`src/rtl/imem_pkg.sv`:
```
`default_nettype none
// ============================================================================
// Module   : imem_pkg
// Purpose  : Shared definitions for the instruction-memory loader: FSM state
//            encoding, word geometry and the byte-address alignment shift.
// Revision : 1.0 - initial release
// ============================================================================
package imem_pkg;

    // Loader states, encoded explicitly so the encoding is visible in dumps.
    typedef enum logic [1:0] {
        IDLE    = 2'd0,
        COLLECT = 2'd1,
        WRITE   = 2'd2,
        DONE    = 2'd3
    } state_t;

    // Nominal instruction word width and the bytes that make up one word.
    localparam int WORD_WIDTH     = 32;
    localparam int BYTES_PER_WORD = WORD_WIDTH / 8;

    // Word index to byte address: waddr = word_count << ADDR_SHIFT.
    localparam int ADDR_SHIFT     = 2;

    // Bytes per word for an arbitrary (byte-multiple) word width.
    function automatic int bytes_per_word(input int width);
        return width / 8;
    endfunction

endpackage
`default_nettype wire

```
`src/rtl/imem_word_packer.sv`:
```
`default_nettype none
// ============================================================================
// Module   : imem_word_packer
// Purpose  : Big-endian byte-to-word assembler. Shifts accepted bytes into a
//            word register, counts bytes within the word, and left-justifies
//            a short final word so its unfilled low-order bytes are zero.
// Revision : 1.0 - initial release
// ============================================================================
module imem_word_packer
    import imem_pkg::*;
#(
    parameter int WIDTH = WORD_WIDTH
) (
    input  logic             clk,
    input  logic             reset_n,
    input  logic             clear,
    input  logic             shift_en,
    input  logic             byte_last,
    input  logic [7:0]       byte_data,
    output logic             word_complete,
    output logic [WIDTH-1:0] word
);

    localparam int BPW = bytes_per_word(WIDTH);
    localparam int CW  = (BPW > 1) ? $clog2(BPW) : 1;
    localparam logic [CW-1:0] c_last_idx = CW'(BPW - 1);

    logic [CW-1:0]    r_count;
    logic [WIDTH-1:0] r_shift;
    logic [WIDTH-1:0] w_shifted;
    logic [WIDTH-1:0] w_padded;

    // New byte always enters at the bottom; earlier bytes move toward the MSB.
    if (WIDTH == 8) begin : g_shift_byte
        assign w_shifted = byte_data;
    end else begin : g_shift_wide
        assign w_shifted = {r_shift[WIDTH-9:0], byte_data};
    end

    // A word is complete on its final byte slot or on the image's last byte.
    assign word_complete = shift_en && (byte_last || (r_count == c_last_idx));

    // A short final word is moved up so the first byte lands in the MSBs.
    always_comb begin
        w_padded = w_shifted;
        if (byte_last) begin
            w_padded = w_shifted << {(c_last_idx - r_count), 3'b000};
        end
    end

    // Byte shifter and modulo byte counter.
    always_ff @(posedge clk or negedge reset_n) begin
        if (!reset_n) begin
            r_count <= '0;
            r_shift <= '0;
        end else if (clear) begin
            r_count <= '0;
            r_shift <= '0;
        end else if (shift_en) begin
            r_shift <= w_padded;
            r_count <= word_complete ? '0 : (r_count + {{(CW-1){1'b0}}, 1'b1});
        end
    end

    assign word = r_shift;

endmodule
`default_nettype wire

```
`src/rtl/imem_loader.sv`:
```
`default_nettype none
// ============================================================================
// Module   : imem_loader
// Purpose  : Loads a byte stream into instruction memory. Bytes are packed
//            big-endian into words and written one word per write strobe at
//            consecutive byte addresses. Excess bytes beyond 2**N words are
//            discarded and flagged. Holds the CPU via busy while loading.
// Options  : IMEM_LOADER_CHECKSUM_EN adds a running XOR checksum output.
// Revision : 1.0 - initial release
// ============================================================================
module imem_loader
    import imem_pkg::*;
#(
    parameter int WIDTH = WORD_WIDTH,
    parameter int N     = 6
) (
    input  logic             clk,
    input  logic             reset_n,
    input  logic             start,
    input  logic             byte_valid,
    input  logic [7:0]       byte_data,
    input  logic             byte_last,
    output logic             byte_ready,
    output logic             we,
    output logic [WIDTH-1:0] waddr,
    output logic [WIDTH-1:0] wd,
    output logic             busy,
    output logic             done,
`ifdef IMEM_LOADER_CHECKSUM_EN
    output logic [WIDTH-1:0] checksum,
`endif
    output logic             overflow
);

    state_t     r_state;
    state_t     w_next;
    logic [N:0] r_word_count;
    logic       r_last_seen;
    logic       r_overflow;

    logic       w_full;
    logic       w_accept;
    logic       w_pack_en;
    logic       w_start_ok;
    logic       w_word_complete;

    // Memory is full once the counter's top bit sets (exactly 2**N words).
    assign w_full     = r_word_count[N];
    assign w_accept   = (r_state == COLLECT) && byte_valid;
    assign w_pack_en  = w_accept && !w_full;
    assign w_start_ok = start && ((r_state == IDLE) || (r_state == DONE));

    imem_word_packer #(
        .WIDTH (WIDTH)
    ) u_packer (
        .clk           (clk),
        .reset_n       (reset_n),
        .clear         (w_start_ok),
        .shift_en      (w_pack_en),
        .byte_last     (byte_last),
        .byte_data     (byte_data),
        .word_complete (w_word_complete),
        .word          (wd)
    );

    // State register.
    always_ff @(posedge clk or negedge reset_n) begin
        if (!reset_n) begin
            r_state <= IDLE;
        end else begin
            r_state <= w_next;
        end
    end

    // Next-state logic; once full, bytes are swallowed until the last one.
    always_comb begin
        w_next = r_state;
        unique case (r_state)
            IDLE, DONE: begin
                if (start) w_next = COLLECT;
            end
            COLLECT: begin
                if (w_accept) begin
                    if (w_full) begin
                        if (byte_last) w_next = DONE;
                    end else if (w_word_complete) begin
                        w_next = WRITE;
                    end
                end
            end
            WRITE: begin
                w_next = r_last_seen ? DONE : COLLECT;
            end
            default: w_next = IDLE;
        endcase
    end

    // Word counter, end-of-image marker and sticky overflow flag.
    always_ff @(posedge clk or negedge reset_n) begin
        if (!reset_n) begin
            r_word_count <= '0;
            r_last_seen  <= 1'b0;
            r_overflow   <= 1'b0;
        end else if (w_start_ok) begin
            r_word_count <= '0;
            r_last_seen  <= 1'b0;
            r_overflow   <= 1'b0;
        end else begin
            if (w_pack_en && w_word_complete) r_last_seen <= byte_last;
            if (w_accept && w_full)           r_overflow  <= 1'b1;
            if (r_state == WRITE)             r_word_count <= r_word_count + {{N{1'b0}}, 1'b1};
        end
    end

`ifdef IMEM_LOADER_CHECKSUM_EN
    logic [WIDTH-1:0] r_checksum;

    // XOR of every word written since the last start.
    always_ff @(posedge clk or negedge reset_n) begin
        if (!reset_n) begin
            r_checksum <= '0;
        end else if (w_start_ok) begin
            r_checksum <= '0;
        end else if (r_state == WRITE) begin
            r_checksum <= r_checksum ^ wd;
        end
    end

    assign checksum = r_checksum;
`endif

    assign byte_ready = (r_state == COLLECT);
    assign we         = (r_state == WRITE);
    assign busy       = (r_state == COLLECT) || (r_state == WRITE);
    assign done       = (r_state == DONE);
    assign overflow   = r_overflow;
    // Counter saturates at 2**N, so the address never wraps back to 0.
    assign waddr      = WIDTH'(r_word_count) << ADDR_SHIFT;

endmodule
`default_nettype wire

```
`config.mk`:
```
export PLATFORM = sky130hd
export DESIGN_NAME = imem_loader
export DESIGN_NICKNAME = d
export VERILOG_FILES = /design/src/rtl/imem_pkg.sv /design/src/rtl/imem_word_packer.sv /design/src/rtl/imem_loader.sv
export SDC_FILE = /design/constraint.sdc
export NUM_CORES = 1
export LEC_CHECK = 0
export BUFFER_PORTS_ARGS = -buffer_cell sky130_fd_sc_hd__buf_2
export CORE_MARGIN = 4
export CORE_UTILIZATION = 53
export CTS_CLUSTER_DIAMETER = 50
export DETAILED_ROUTE_END_ITERATION = 8
export PLACE_DENSITY_LB_ADDON = 0.15
export SETUP_SLACK_MARGIN = 0.2
export SYNTH_ARGS = -nofsm -noshare
export SYNTH_HDL_FRONTEND = slang
export SYNTH_HIERARCHICAL = 1
export SYNTH_SLANG_ARGS = --single-unit
```
`constraint.sdc`:
```
create_clock -name clk -period 3.3 [get_ports clk]
set_clock_uncertainty 0.2 [all_clocks]
set_input_delay 0.165 -clock clk [delete_from_list [all_inputs] [get_ports clk]]
set_output_delay 0.165 -clock clk [all_outputs]
set_load 0.01 [all_outputs]
```
Word level (Yosys, flattened, before mapping). Index checks and enable logic that the tools add are counted.

Register bits: 45. RAM bits: 0. Memories kept: 0. Bits in latches: 0. Word-level logic and storage cells: 54. Bits in read-only memories: 0.

Divide/modulo/power cells: 0. Bitwise operators: 0. Mux-type cells: 19. Magnitude comparators: 0. Multiply operators: 0. Eq/ne operators: 8. Add/subtract/negate cells: 3. Shift operators: 1. Reduce and logical (&&, ||, !) cells: 17.

Operator list (count): 2-to-1 mux 32 bit (3); << shifter 32 x 5 -> 32 bit (1); 2-to-1 mux 2 bit (9); 2-to-1 mux 7 bit (2); nonzero test 2 bit (4); adder 7 x 1 -> 7 bit, second input constant (1); equality test 2 bit, second input constant (3); logical AND 1 bit (6); case mux 2 bit (3 select lines) (1); 2-to-1 mux 1 bit (4); AND reduction 4 bit (1); logical OR 1 bit (3); != test 3 x 1 -> 1 bit, second input constant (1); != test 3 bit, second input constant (1); adder 2 x 1 -> 2 bit, second input constant (1); equality test 2 x 1 -> 1 bit, second input constant (1); zero test 2 bit (1); != test 2 x 1 -> 1 bit, second input constant (1); != test 2 bit, second input constant (1); OR reduction 2 bit (1); subtractor 2 bit, first input constant (1); zero test 1 bit (1).

Longest topological paths before layout. Gate-level depths: netlist (run 1).

Depth after elaboration: 8. Mapped depth: 11.

Modules after synthesis. Netlist (run 1), hierarchy kept.

By module, submodules not included: imem_word_packer (cells each 240, area each 2167.1 µm², instances 1, sequential area each 850.8 µm²); imem_loader (cells each 85, area each 800.8 µm², instances 1, sequential area each 275.3 µm²).

Least setup slack after synthesis (run 1). OpenSTA, ideal clock, no wires.

Path kind: reg2reg. From: register r_state[1]. To: register r_state[1]. Arrival: 2.132 ns. Setup time: 0.128 ns. Required time: 2.972 ns. Setup slack: 0.841 ns. Stages on the path, launching flop included: 12. Path buffers: 2. Clock period less this slack: 2.459 ns. Cells stage by stage: dfrtp_1 > inv_1 > ha_1 > nand2_1 > nor2_1 > buf_2 > clkbuf_1 > o21ai_0 > inv_1 > o21ai_2 > a221oi_2 > mux2_1.

Cells in the longest elaborated chain, start to end: 6. Elaborated cells on any way between the ends: 14. Classes of those cells: eq/ne (7); mux (1); reduce/logical (6).

RTL lines: start, declared (RTL line imem_loader.sv:35) `state_t r_state;`; start signal, assigned (RTL line imem_loader.sv:71) `r_state <= w_next;`; equality test 2 x 1 -> 1 bit; via byte_ready (RTL line imem_loader.sv:23) `output logic byte_ready,`; logical AND 1 bit (RTL line imem_loader.sv:49) `assign w_accept = (r_state == COLLECT) && byte_valid;`; logical AND 1 bit (RTL line imem_loader.sv:50) `assign w_pack_en = w_accept && !w_full;`; via w_pack_en (RTL line imem_loader.sv:43) `logic w_pack_en;`; logical AND 1 bit (RTL line imem_word_packer.sv:41) `assign word_complete = shift_en && (byte_last || (r_count == c_last_idx));`; via w_word_complete (RTL line imem_loader.sv:45) `logic w_word_complete;`; != test 3 x 1 -> 1 bit (no source line); AND reduction 4 bit (no source line).

The timed path passes the listed nets, and every way through them passes these cells. A chain may end at the register's enable or synchronous reset.

Worst setup path in the final report (run 1).
From: register r_state[1]. To: register u_packer.r_shift[29], in the netlist u_packer/word[29].

Cells in the longest elaborated chain, start to end: 4. Elaborated cells on any way between the ends: 9. Classes of those cells: eq/ne (2); mux (1); reduce/logical (6).

RTL lines: equality test 2 x 1 -> 1 bit (RTL line imem_loader.sv:49); logical AND 1 bit (RTL line imem_loader.sv:49); logical AND 1 bit (RTL line imem_loader.sv:50); via w_pack_en (RTL line imem_loader.sv:43); nonzero test 2 bit (no source line); end signal, assigned (RTL line imem_word_packer.sv:60) `r_shift <= w_padded;`; end, declared (RTL line imem_word_packer.sv:29) `logic [WIDTH-1:0] r_shift;`.

The timed path passes the listed nets, and every way through them passes these cells.

==> results of run 1 <==
==> metrics by stage <==
step	setup WS (ns)	instances	power (mW)	area [um2]
final	0.950	448	2.52	3330
after CTS	0.954	448	2.53	3330
after global routing	0.673	448	2.73	3330
after detailed placement	0.970	430	2.09	3110
after floorplan	0.841	349	1.76	3060
after global placement	1.07	430	2.06	3110
==> worst max-delay path: stages (launching register included) <==
cell and delay (ns):
sky130_fd_sc_hd__dfrtp_1 0.42, sky130_fd_sc_hd__inv_1 0.09, sky130_fd_sc_hd__ha_1 0.20, sky130_fd_sc_hd__nand2_1 0.10
sky130_fd_sc_hd__nor2_4 0.09, sky130_fd_sc_hd__buf_4 0.42, sky130_fd_sc_hd__nor2b_1 0.43, sky130_fd_sc_hd__o21ai_0 0.16
sky130_fd_sc_hd__o21ai_1 0.14
==> layer usage <==
metal | part of all wire, % | global-route usage, % | vias up | wire, um
li1 | - | - | 1195 | -
met1 | 48 | 30.9 | 1197 | 3330
met2 | 45 | 28.7 | 74 | 3090
met3 | 6.0 | 3.66 | 8 | 418
met4 | 1.2 | 5.05 | 0 | 84
met5 | 0 | 0 | - | 0
==> where the power goes <==
| part | switching (mW) | internal (mW) |
|---|---|---|
| Sequential | 0.193 | 0.729 |
| Clock | 0.198 | 0.227 |
| Combinational | 0.681 | 0.491 |
| Total | 1.07 | 1.45 |
==> cell usage after synthesis, types with 8 or more instances <==
cell type and number:
sky130_fd_sc_hd__and2_1 8, sky130_fd_sc_hd__and3b_1 24, sky130_fd_sc_hd__buf_4 28, sky130_fd_sc_hd__nand2b_1 10, sky130_fd_sc_hd__dfrtp_1 45, sky130_fd_sc_hd__nor2_1 33
sky130_fd_sc_hd__a21oi_1 13, sky130_fd_sc_hd__clkbuf_1 9, sky130_fd_sc_hd__a211oi_1 8, sky130_fd_sc_hd__o21ai_0 14, sky130_fd_sc_hd__mux2i_1 10, sky130_fd_sc_hd__nand3_1 12
sky130_fd_sc_hd__nand2_1 19, sky130_fd_sc_hd__o21ai_1 20
==> cell type report <==
| type | count | area, um2 | area share, % |
|---|---|---|---|
| Sequential cell | 45 | 1130 | 33.9 |
| Inverter | 6 | 22.5 | 0.677 |
| Multi-Input combinational cell | 248 | 1560 | 46.8 |
| Clock buffer | 5 | 68.8 | 2.07 |
| Clock inverter | 3 | 46.3 | 1.39 |
| Tap cell | 70 | 87.6 | 2.63 |
| Timing Repair Buffer | 71 | 418 | 12.6 |
==> repair_timing <==
| item | 4_1_cts | 5_1_grt |
|---|---|---|
| endpoints found under the setup margin | 0 | 0 |
| hold buffers | 10 | 0 |
| endpoints found under the hold margin | 55 | 0 |
==> cells by family (layout without fill, tap and decap cells) <==
group | count (synthesis) | in the layout | share of synthesized area [%]
other | 1 | 25 | 0.126
AOI/OAI and AO/OA | 84 | 84 | 18.8
DFF | 45 | 45 | 37.9
buffers and inverters | 56 | 85 | 12.9
muxes | 12 | 12 | 4.13
and+or+nand+nor | 117 | 117 | 22.3
xor gates and xnor gates | 4 | 4 | 1.18
adders and majority gates | 6 | 6 | 2.53
==> final timing paths <==
check	from	endpoint	cells past startpoint
max	r_state[1]$_DFFE_PN0P_	u_packer/word[29]$_DFFE_PN0P_	8
min	start	r_state[0]$_DFFE_PN0P_	4
max reg2reg	r_state[1]$_DFFE_PN0P_	u_packer/word[29]$_DFFE_PN0P_	8
min reg2reg	u_packer/word[27]$_DFFE_PN0P_	u_packer/word[27]$_DFFE_PN0P_	2
max in group asynchronous	reset_n	r_state[0]$_DFFE_PN0P_	2
min in group asynchronous	reset_n	r_word_count[2]$_DFFE_PN0P_	2
==> registers in the layout (all words and copies together), names as in the netlist <==
name	cells
overflow	1
r_word_count	7
r_last_seen	1
u_packer/word	32
u_packer/r_count	2
r_state	2
==> reports/qor.tcl, run 1 <==
set qor(drt-initial-drc-count) 166
set qor(tritoncts) {yes}
set qor(setup_viol) 0
set qor(chipHeight_um) 82.8
set qor(clock_sinks) 45
set qor(area_growth_syn_to_layout_pct) 12.1
set qor(synthesized_instance_count) 325
set qor(clock_root_buffer) {sky130_fd_sc_hd__clkbuf_8}
set qor(count_of_cell_types_in_the_netlist) 47
set qor(critical_path.startpoint_type) {flip-flop}
set qor(worst_setup_hold_path_clk_slew_ns) 0.09
set qor(timing.critical_path.fanout_max) 54
set qor(synthesis.area_per_instance_um2) 9.13
set qor(post_route_cells_drive_above_1_share_pct) 20.9
set qor(synth_top_area_cell) {sky130_fd_sc_hd__dfrtp_1}
set qor(insertion_delay_ns) 0.30
set qor(post-synth-top-area-fraction_pct) 37.9
set qor(finalWorstPathRequiredPeriod_ns) 2.35
set qor(max_slew.worst_pin.slew_ns) 1.04
set qor(yosysSeqAreaShare_pct) 37.9
set qor(place_congestion) 0.773
set qor(dr_total_vias) 2474
set qor(drc_markers) 0
set qor(leakagePower_nw) 1.63
set qor(route.detailed.wl_per_inst_um) 15.4
set qor(period_share_pct) 71.2
set qor(clock_path_buffers) 2
set qor(rows) 26
set qor(dr.pass1.iters) 4
set qor(floorplan.io_pins) 82
set qor(diodes) 0
set qor(postRouteAntennaNets) 0
set qor(drv_cap) 0
set qor(core_area_mm2) 0.00527
set qor(final_nets) 396
set qor(r2r_slack_ns) 0.95
set qor(buffer_ports.inserted) 56
set qor(die-area_mm2) 0.00686
set qor(rsz0062_at_grt) {no}
set qor(final_util_pct) 63.1
set qor(post_cts.repair.setup_buffers) 0
set qor(num-fill-cells) 485
set qor(worst_hold_check_path_type) {input port to flip-flop}
set qor(overflow) 0
set qor(crit_path_end_kind) {flip-flop}
set qor(setup_total_negative_slack_ns) 0
set qor(timing.critical_path.required_ns) 3.34
set qor(timing.slew.headroom_pct) 30.9
set qor(status) {finished, final reports clean}
set qor(ir_worst_vdd_uv) 363
set qor(yosys-top-cells-area) {sky130_fd_sc_hd__dfrtp_1 38%, sky130_fd_sc_hd__buf_4 7.1%, sky130_fd_sc_hd__and3b_1 7.1%}
set qor(cts_resized) 0
set qor(timing.final.hold_violations) 0
set qor(grtUsageTotal_pct) 20.0
set qor(cts_htree_levels) 2
set qor(global_route_wire_length_before_repair_um) 11400
set qor(number_of_global_route_vias_before_repair) 2115
set qor(ys_warn_count) 6
set qor(avgViaCountPerCell) 5.52
set qor(largest_net_degree_at_the_start_of_global_routing) 55
set qor(most_frequent_standard_cell_in_the_layout_excluding_fill_and_tap_cells) {sky130_fd_sc_hd__buf_2}
set qor(wirelength_um) 6920
set qor(ys.flop_type) {sky130_fd_sc_hd__dfrtp_1}
set qor(synth_enable_flop_cells) 0
set qor(worstPathArrival_ns) 2.38
set qor(grt_antenna_before_repair) 0
set qor(syn-cell-area_mm2) 0.00297
set qor(timing.setup.critical_path_class) {flip-flop to flip-flop}
set qor(max_clock_freq_mhz) 426
set qor(power_density_mw_per_mm2) 757
set qor(initial_core_util_pct) 56.3
set qor(floorplan.die.width_um) 82.8
set qor(drv_slew) 0
set qor(final_cell_mix) {56 x sky130_fd_sc_hd__buf_2, 45 x sky130_fd_sc_hd__dfrtp_1, 32 x sky130_fd_sc_hd__nor2_1}
set qor(synth.ff_latch_count) 45
set qor(numCtsBuffers) 5
set qor(worst_hold_slack_ns) 0.0915
set qor(asyncSetResetFlopFracSynth_pct) 100
set qor(dp.final_hpwl_um) 4680
Power figures use the tool's default switching activity.
==> run 2, diff against run 1 <==
--- a/config.mk
+++ b/config.mk
@@ -5,9 +5,10 @@
 export SDC_FILE = /design/constraint.sdc
 export NUM_CORES = 1
 export LEC_CHECK = 0
+export ABC_AREA = 1
 export BUFFER_PORTS_ARGS = -buffer_cell sky130_fd_sc_hd__buf_2
 export CORE_MARGIN = 4
-export CORE_UTILIZATION = 53
+export CORE_UTILIZATION = 52
 export CTS_CLUSTER_DIAMETER = 50
 export DETAILED_ROUTE_END_ITERATION = 8
 export PLACE_DENSITY_LB_ADDON = 0.15
==> constraint.sdc (replaced) <==
create_clock -name clk -period 2.28 [get_ports clk]
set_clock_uncertainty 0.2 [all_clocks]
set_input_delay 0.114 -clock clk [delete_from_list [all_inputs] [get_ports clk]]
set_output_delay 0.114 -clock clk [all_outputs]
set_load 0.01 [all_outputs]
==> run 2 against run 1 <==
Against the previous run:
- combinational power grew 56%
- utilization grew 0.26 points
- register-to-register slack lost 0.64 ns
- cell count grew 20%
- clock power grew 16%
- die area shrank 1.6%
- sequential power grew 30%
- flip-flop and latch count is the same
- via count grew 6.3%
- total power grew 39%
==> reports/qor.tcl, run 2 <==
set qor(synth_fa_ha_area_share_pct) 2.62
set qor(power.internal_mw) 1.90
set qor(synthXorXnorAreaFrac_pct) 0
set qor(finalWorstPathRequiredPeriod_ns) 1.97
set qor(synth_top_area_cell) {sky130_fd_sc_hd__dfrtp_1}
set qor(synth_enable_flop_cells) 0
set qor(worst_setup_hold_path_clk_slew_ns) 0.08
set qor(worstPathArrival_ns) 1.99
set qor(setup_viol) 0
set qor(syn-cell-area_mm2) 0.00286
set qor(final.setup.worst_slack_ns) 0.305
set qor(crit_path_end_kind) {flip-flop}
set qor(diodes) 0
set qor(ff_latch_area_mm2) 0.00113
set qor(grtUsageTotal_pct) 21.5
set qor(global_route_wire_length_before_repair_um) 11100
set qor(globalRouteMet3Util_pct) 3.47
set qor(rsz0062_at_grt) {yes}
set qor(synth.area.mux_share_pct) 0
set qor(post-synth-top-area-fraction_pct) 39.4
set qor(timing.critical_path.required_ns) 2.29
set qor(synth_compound_gate_area_share_pct) 8.75
set qor(synthesis.area_per_instance_um2) 7.20
set qor(route.detailed.wl_per_inst_um) 12.8
set qor(buffer_ports.inserted) 56
set qor(final_util_pct) 63.4
set qor(overflow) 0
set qor(largest_reg_flops) 32
set qor(gr-max-usage-layer) {met2}
set qor(r2r_end) {u_packer/word[15]$_DFFE_PN0P_}
set qor(gr-usage-met1_pct) 31.1
set qor(ys_warn_count) 6
set qor(timing.setup.critical_path_class) {flip-flop to flip-flop}
set qor(wirelength_um) 6870
set qor(r2r_slack_ns) 0.31
set qor(synthMostInstantiatedCell) {sky130_fd_sc_hd__nand2_1}
set qor(num-fill-cells) 486
set qor(max_clock_freq_mhz) 506
set qor(rr_worst_depth) 7
set qor(p_sw_share_pct) 45.8
set qor(insertion_delay_ns) 0.30
set qor(rows) 26
set qor(post_route_cells_drive_above_1_share_pct) 20.3
set qor(most_frequent_standard_cell_in_the_layout_excluding_fill_and_tap_cells) {sky130_fd_sc_hd__nand2_1}
set qor(drc_markers) 0
set qor(synth_top_family_by_area) {simple AND/OR/NAND/NOR gates}
set qor(yosysSeqAreaShare_pct) 39.4
set qor(period_share_pct) 86.6
set qor(count_of_cell_types_in_the_netlist) 26
set qor(cts_htree_levels) 2
set qor(dp_slack_ns) 0.241
set qor(postRouteAntennaNets) 0
set qor(synthSimpleGateAreaFrac_pct) 33.0
set qor(place_congestion) 0.855
set qor(drv_cap) 0
set qor(dp.final_hpwl_um) 4980
set qor(critical_path.reg2reg.startpoint) {r_state[1]$_DFFE_PN0P_}
set qor(grt.met2_usage_pct) 32.4
set qor(asyncSetResetFlopFracSynth_pct) 100
set qor(drt-initial-drc-count) 220
set qor(synthesized_instance_count) 397
set qor(final-instance-count-excl-fill) 537
set qor(drv_slew) 0
set qor(die-area_mm2) 0.00675
set qor(tritoncts) {yes}
set qor(place.detailed.instances) 516
set qor(final_nets) 486
set qor(largest_net_degree_at_the_start_of_global_routing) 33
set qor(sequential_group_share_of_total_power_pct) 34.1
set qor(clock_path_buffers) 2
set qor(multi_input_comb_area_mm2) 0.00137
set qor(power_mw) 3.51
set qor(floorplan.die.width_um) 82.2
set qor(critical_path.startpoint_type) {flip-flop}
set qor(ir_worst_vdd_uv) 475
set qor(core_area_mm2) 0.00520
set qor(final_cell_mix) {168 x sky130_fd_sc_hd__nand2_1, 56 x sky130_fd_sc_hd__buf_2, 45 x sky130_fd_sc_hd__dfrtp_1}
set qor(numCtsBuffers) 5
set qor(timing.critical_path.fanout_max) 11
set qor(dr_total_vias) 2630
set qor(comb_power_share_pct) 51.8
set qor(power.switching_mw) 1.61
set qor(yosys-top-cells-area) {sky130_fd_sc_hd__dfrtp_1 39%, sky130_fd_sc_hd__nand2_1 22%, sky130_fd_sc_hd__buf_4 7.1%}
set qor(yosys-top-cells-count) {168 x sky130_fd_sc_hd__nand2_1, 45 x sky130_fd_sc_hd__dfrtp_1, 33 x sky130_fd_sc_hd__inv_1}
set qor(synth.ff_latch_count) 45
set qor(initial_core_util_pct) 55.0
set qor(floorplan.io_pins) 82
set qor(status) {finished, final reports clean}
set qor(worst_hold_check_path_type) {input port to async pin}
set qor(number_of_global_route_vias_before_repair) 2365
set qor(dr.pass1.iters) 5
set qor(setup_total_negative_slack_ns) 0
set qor(timing.final.hold_violations) 0
set qor(avgViaCountPerCell) 4.90
set qor(clock_sinks) 45
set qor(leakagePower_nw) 1.89
set qor(chipHeight_um) 82.2
set qor(clock_root_buffer) {sky130_fd_sc_hd__clkbuf_8}
set qor(power.share.clock_pct) 14.1
set qor(grt_antenna_before_repair) 0
set qor(power_density_mw_per_mm2) 1060
set qor(ys.flop_type) {sky130_fd_sc_hd__dfrtp_1}
set qor(area_growth_syn_to_layout_pct) 15.3
## run 2: changes by cell type after synthesis, moves of 8 or more
cell | before | now
sky130_fd_sc_hd__nand2_1 | 19 | 168
sky130_fd_sc_hd__inv_1 | 5 | 33
sky130_fd_sc_hd__and3b_1 | 24 | 0
sky130_fd_sc_hd__nand3_1 | 12 | 27
sky130_fd_sc_hd__o21ai_1 | 20 | 6
sky130_fd_sc_hd__nor2_1 | 33 | 22
sky130_fd_sc_hd__mux2i_1 | 10 | 0
sky130_fd_sc_hd__nand2b_1 | 10 | 0
sky130_fd_sc_hd__clkbuf_1 | 9 | 0
sky130_fd_sc_hd__a211oi_1 | 8 | 0
sky130_fd_sc_hd__and2_1 | 8 | 0
## run 2: critical path, cell delays in order (launching register included)
cell and delay (ns):
sky130_fd_sc_hd__dfrtp_1 0.42, sky130_fd_sc_hd__ha_1 0.36, sky130_fd_sc_hd__nand2_4 0.15, sky130_fd_sc_hd__clkinvlp_4 0.18, sky130_fd_sc_hd__inv_2 0.10, sky130_fd_sc_hd__nand2_4 0.10, sky130_fd_sc_hd__buf_4 0.20, sky130_fd_sc_hd__o21ai_0 0.18
## run 2: final cells by class
class	count	share of cell area, %
sequential	45	34.1
multi-input combinational	299	41.6
timing repair buffer	76	14.3
inverter	40	4.74
clock buffer	7	2.62
tap	70	2.66
## run 2: how the worst max path moves through the flow
stage / startpoint / endpoint / depth (start not counted)
after floorplan: r_state[1]$_DFFE_PN0P_ / r_state[0]$_DFFE_PN0P_ / 11
after global placement: r_state[0]$_DFFE_PN0P_ / u_packer/word[31]$_DFFE_PN0P_ / 9
after detailed placement: r_state[0]$_DFFE_PN0P_ / u_packer/r_count[1]$_DFFE_PN0P_ / 8
after CTS: r_state[0]$_DFFE_PN0P_ / u_packer/word[24]$_DFFE_PN0P_ / 9
after global routing: r_state[1]$_DFFE_PN0P_ / r_state[1]$_DFFE_PN0P_ / 11
final: r_state[1]$_DFFE_PN0P_ / u_packer/word[15]$_DFFE_PN0P_ / 7
## run 2: what timing repair did
item,4_1_cts,5_1_grt
resized for setup,0,6
hold buffers,11,0
buffers inserted,0,3
hold endpoints to repair,55,0
setup endpoints to repair,0,36
## run 2: power by group through the flow
stage	Combinational [mW]	Sequential, mW	Clock, mW
after floorplan	1.15	1.31	0
after global placement	1.70	1.21	0
after detailed placement	1.72	1.22	0
after CTS	1.74	1.20	0.506
after global routing	2.01	1.23	0.544
final	1.82	1.20	0.493
## run 2: through the flow
| step | hold slack, ns | area, um2 |
|---|---|---|
| 3_3_place_gp | -0.160 | 3070 |
| 4_1_cts | 0.0617 | 3260 |
| 5_1_grt | 0.0841 | 3300 |
| 3_5_place_dp | -0.153 | 3070 |
| 2_1_floorplan | -0.382 | 2950 |
| 6_report | 0.0496 | 3300 |
## run 2: layer usage
layer	share of wire [%]	wire, um
met5	0	0
met4	1.8	126
met3	8.4	575
met2	43	2970
met1	47	3200
## run 2: logic make-up (layout without fill, tap and decap cells)
family / after synthesis / in the layout
compound gates: 41 / 41
fa+ha+maj: 6 / 6
buf+inv: 77 / 123
flops: 45 / 45
other cells: 1 / 25
simple gates: 227 / 227
==> run 3, diff against run 2 <==
--- a/config.mk
+++ b/config.mk
@@ -7,13 +7,13 @@
 export LEC_CHECK = 0
 export ABC_AREA = 1
 export BUFFER_PORTS_ARGS = -buffer_cell sky130_fd_sc_hd__buf_2
+export CORE_ASPECT_RATIO = 1.1
 export CORE_MARGIN = 4
 export CORE_UTILIZATION = 52
 export CTS_CLUSTER_DIAMETER = 50
 export DETAILED_ROUTE_END_ITERATION = 8
-export PLACE_DENSITY_LB_ADDON = 0.15
+export PLACE_DENSITY = 0.8
 export SETUP_SLACK_MARGIN = 0.2
 export SYNTH_ARGS = -nofsm -noshare
 export SYNTH_HDL_FRONTEND = slang
-export SYNTH_HIERARCHICAL = 1
 export SYNTH_SLANG_ARGS = --single-unit
==> run 3 against run 2 <==
Against the previous run:
- total power fell by 0.55%
- hold slack got worse by 0.042 ns
- via count grew 0.49%
- maximum frequency rose by 5.4%
- largest cell class unchanged
- largest power group unchanged
==> reports/qor.tcl, run 3 <==
set qor(period_share_pct) 82.2
set qor(clock_path_buffers) 2
set qor(insertion_delay_ns) 0.30
set qor(drv_slew) 0
set qor(dr_total_vias) 2643
set qor(synthMostInstantiatedCell) {sky130_fd_sc_hd__nand2_1}
set qor(final_cell_mix) {130 x sky130_fd_sc_hd__nand2_1, 56 x sky130_fd_sc_hd__buf_2, 45 x sky130_fd_sc_hd__dfrtp_1}
set qor(timing.slew.headroom_pct) 53.5
set qor(place_congestion) 0.846
set qor(final_util_pct) 63.1
set qor(largest_net_degree_at_the_start_of_global_routing) 31
set qor(leakagePower_nw) 1.83
set qor(core_area_mm2) 0.00507
set qor(number_of_global_route_vias_before_repair) 2607
set qor(drc_markers) 0
set qor(syn-cell-area_mm2) 0.00276
set qor(final.setup.worst_slack_ns) 0.407
set qor(timing.final.hold_violations) 0
set qor(drv_cap) 0
set qor(clock_root_buffer) {sky130_fd_sc_hd__clkbuf_8}
set qor(r2r_slack_ns) 0.41
set qor(floorplan.die.width_um) 77.5
set qor(global_route_wire_length_before_repair_um) 11800
set qor(buffer_ports.inserted) 56
set qor(most_frequent_standard_cell_in_the_layout_excluding_fill_and_tap_cells) {sky130_fd_sc_hd__nand2_1}
set qor(count_of_cell_types_in_the_netlist) 24
set qor(diodes) 0
set qor(area_growth_syn_to_layout_pct) 15.8
set qor(route.detailed.wl_per_inst_um) 13.4
set qor(critical-path-max-stage-delay_ns) 0.40
set qor(crit_path_end_kind) {flip-flop}
set qor(timing.critical_path.fanout_max) 24
set qor(power_mw) 3.49
set qor(yosys-top-cells-count) {130 x sky130_fd_sc_hd__nand2_1, 45 x sky130_fd_sc_hd__dfrtp_1, 32 x sky130_fd_sc_hd__buf_4, 32 x sky130_fd_sc_hd__nor2_1, 31 x sky130_fd_sc_hd__nand3_1}
set qor(dr.pass1.iters) 5
set qor(synth.ff_latch_count) 45
set qor(crit_chain) {inv_1, ha_1, nand2_2, nand2_2, clkinv_2, nand3_1, o21ai_0}
set qor(cpMostUsedCell) {sky130_fd_sc_hd__nand2_2}
set qor(tritoncts) {yes}
set qor(finish.instance_area_mm2) 0.00320
set qor(initial_core_util_pct) 54.5
set qor(yosys-top-cells-area) {sky130_fd_sc_hd__dfrtp_1 41%, sky130_fd_sc_hd__nand2_1 18%, sky130_fd_sc_hd__buf_4 8.7%}
set qor(status) {finished, final reports clean}
set qor(ys_warn_count) 0
set qor(overflow) 0
set qor(cts_htree_levels) 2
set qor(chipHeight_um) 84.4
set qor(post-synth-top-area-fraction_pct) 40.8
set qor(finalWorstPathRequiredPeriod_ns) 1.87
set qor(worst_setup_hold_path_clk_slew_ns) 0.09
set qor(setup_viol) 0
set qor(final_nets) 466
set qor(grtUsageTotal_pct) 21.9
set qor(crit_family) {flip-flops}
set qor(setup_total_negative_slack_ns) 0
set qor(die-area_mm2) 0.00654
set qor(timing.critical_path.required_ns) 2.26
set qor(numCtsBuffers) 5
set qor(critical_path.startpoint_type) {flip-flop}
set qor(timing.critical_path.buf_inv) 2
set qor(dp_slack_ns) 0.425
set qor(placement.cell_area_mm2) 0.00296
set qor(post_route_cells_drive_above_1_share_pct) 19.2
set qor(asyncSetResetFlopFracSynth_pct) 100
set qor(timing.setup.critical_path_class) {flip-flop to flip-flop}
set qor(dp.final_hpwl_um) 4820
set qor(rsz0062_at_grt) {no}
set qor(drt-initial-drc-count) 157
set qor(floorplan.io_pins) 82
set qor(wirelength_um) 6780
set qor(ys.flop_type) {sky130_fd_sc_hd__dfrtp_1}
set qor(worst_hold_check_path_type) {input port to flip-flop}
set qor(max_slew.worst_pin.slew_ns) 0.697
set qor(synthesized_instance_count) 383
set qor(largest_reg_flops) 32
set qor(max_clock_freq_mhz) 534
set qor(avgViaCountPerCell) 5.21
set qor(synth_enable_flop_cells) 0
set qor(post_cts.repair.setup_buffers) 0
set qor(grt_antenna_before_repair) 0
set qor(power_density_mw_per_mm2) 1090
set qor(ir_worst_vdd_uv) 508
set qor(rows) 27
set qor(postRouteAntennaNets) 0
set qor(critical_path.slowest_cell) {sky130_fd_sc_hd__dfrtp_1}
set qor(worstPathArrival_ns) 1.85
set qor(synthesis.area_per_instance_um2) 7.21
set qor(clock_sinks) 45
set qor(synth_top_area_cell) {sky130_fd_sc_hd__dfrtp_1}
set qor(yosysSeqAreaShare_pct) 40.8
## run 3: cell types whose count changed in the layout (fill, tap and decap cells not counted), moves of 3 or more
| cell | previous run | this run |
|---|---|---|
| sky130_fd_sc_hd__inv_1 | 32 | 23 |
| sky130_fd_sc_hd__a21oi_2 | 6 | 0 |
| sky130_fd_sc_hd__nor2_1 | 21 | 32 |
| sky130_fd_sc_hd__nand2_2 | 0 | 3 |
| sky130_fd_sc_hd__o21ai_0 | 13 | 24 |
| sky130_fd_sc_hd__nand3_1 | 27 | 31 |
| sky130_fd_sc_hd__nand2_1 | 168 | 130 |
| sky130_fd_sc_hd__o22ai_1 | 6 | 0 |
| sky130_fd_sc_hd__a21oi_1 | 7 | 29 |
## run 3: cell families (layout without fill, tap and decap cells)
logic type               count (synthesis)  in the layout  share of synthesized area (%)
AO/OA/AOI/OAI                           60             60                           11.1
XOR/XNOR                                 1              1                          0.317
adder cells (fa/ha/maj)                  5              5                           2.27
buffers and inverters                   68            110                           14.6
flip-flops                              45             45                           40.8
other                                    1             25                          0.136
AND/OR/NAND/NOR                        203            203                           30.8
## run 3: final cells by class
class | count | area [um2]
clock buffer | 5 | 68.8
clock inverter | 3 | 65.1
fill | 461 | 1870
inverter | 29 | 110
multi-input combinational | 294 | 1320
sequential | 45 | 1130
tap | 58 | 72.6
timing repair buffer | 73 | 433
## run 3: what timing repair did
action                    in CTS  in global routing
hold buffers                  10                  0
gates resized for setup        0                  0
hold endpoints to repair      58                  0
## run 3: final timing paths
| check | startpoint | end | cells after the start |
|---|---|---|---|
| hold reg to reg | u_packer.word[24]$_DFFE_PN0P_ | u_packer.word[24]$_DFFE_PN0P_ | 2 |
| setup reg to reg | r_state[0]$_DFFE_PN0P_ | u_packer.word[4]$_DFFE_PN0P_ | 7 |
| setup / recovery | r_state[0]$_DFFE_PN0P_ | u_packer.word[4]$_DFFE_PN0P_ | 7 |
| min in group asynchronous | reset_n | r_word_count[3]$_DFFE_PN0P_ | 2 |
| hold / removal | byte_valid | r_state[1]$_DFFE_PN0P_ | 5 |
| max in group asynchronous | reset_n | u_packer.word[25]$_DFFE_PN0P_ | 3 |
## run 3: worst register-to-register path, stage by stage, from the launching register on
cell                       delay, ns
sky130_fd_sc_hd__dfrtp_1        0.40
sky130_fd_sc_hd__inv_1          0.06
sky130_fd_sc_hd__ha_1           0.32
sky130_fd_sc_hd__nand2_2        0.14
sky130_fd_sc_hd__nand2_2        0.11
sky130_fd_sc_hd__clkinv_2       0.25
sky130_fd_sc_hd__nand3_1        0.16
sky130_fd_sc_hd__o21ai_0        0.11
## run 3: per-layer routing
metal / global-route usage [%] / wire [um]
met1: 26.8 / 2780
met2: 38.9 / 3350
met3: 2.90 / 528
met4: 8.58 / 120
met5: 0 / 0
## run 3: metrics by stage
step | cells | hold WS [ns]
after floorplan | 407 | -0.382
after global placement | 489 | -0.161
after detailed placement | 489 | -0.152
after CTS | 507 | 0.00889
after global routing | 507 | 0.0350
final | 507 | 0.00774
## run 3: report_power, final
part           switching, mW  total (mW)  internal, mW
clock                  0.288       0.723         0.436
combinational          0.963        1.50         0.533
sequential             0.237        1.27          1.03
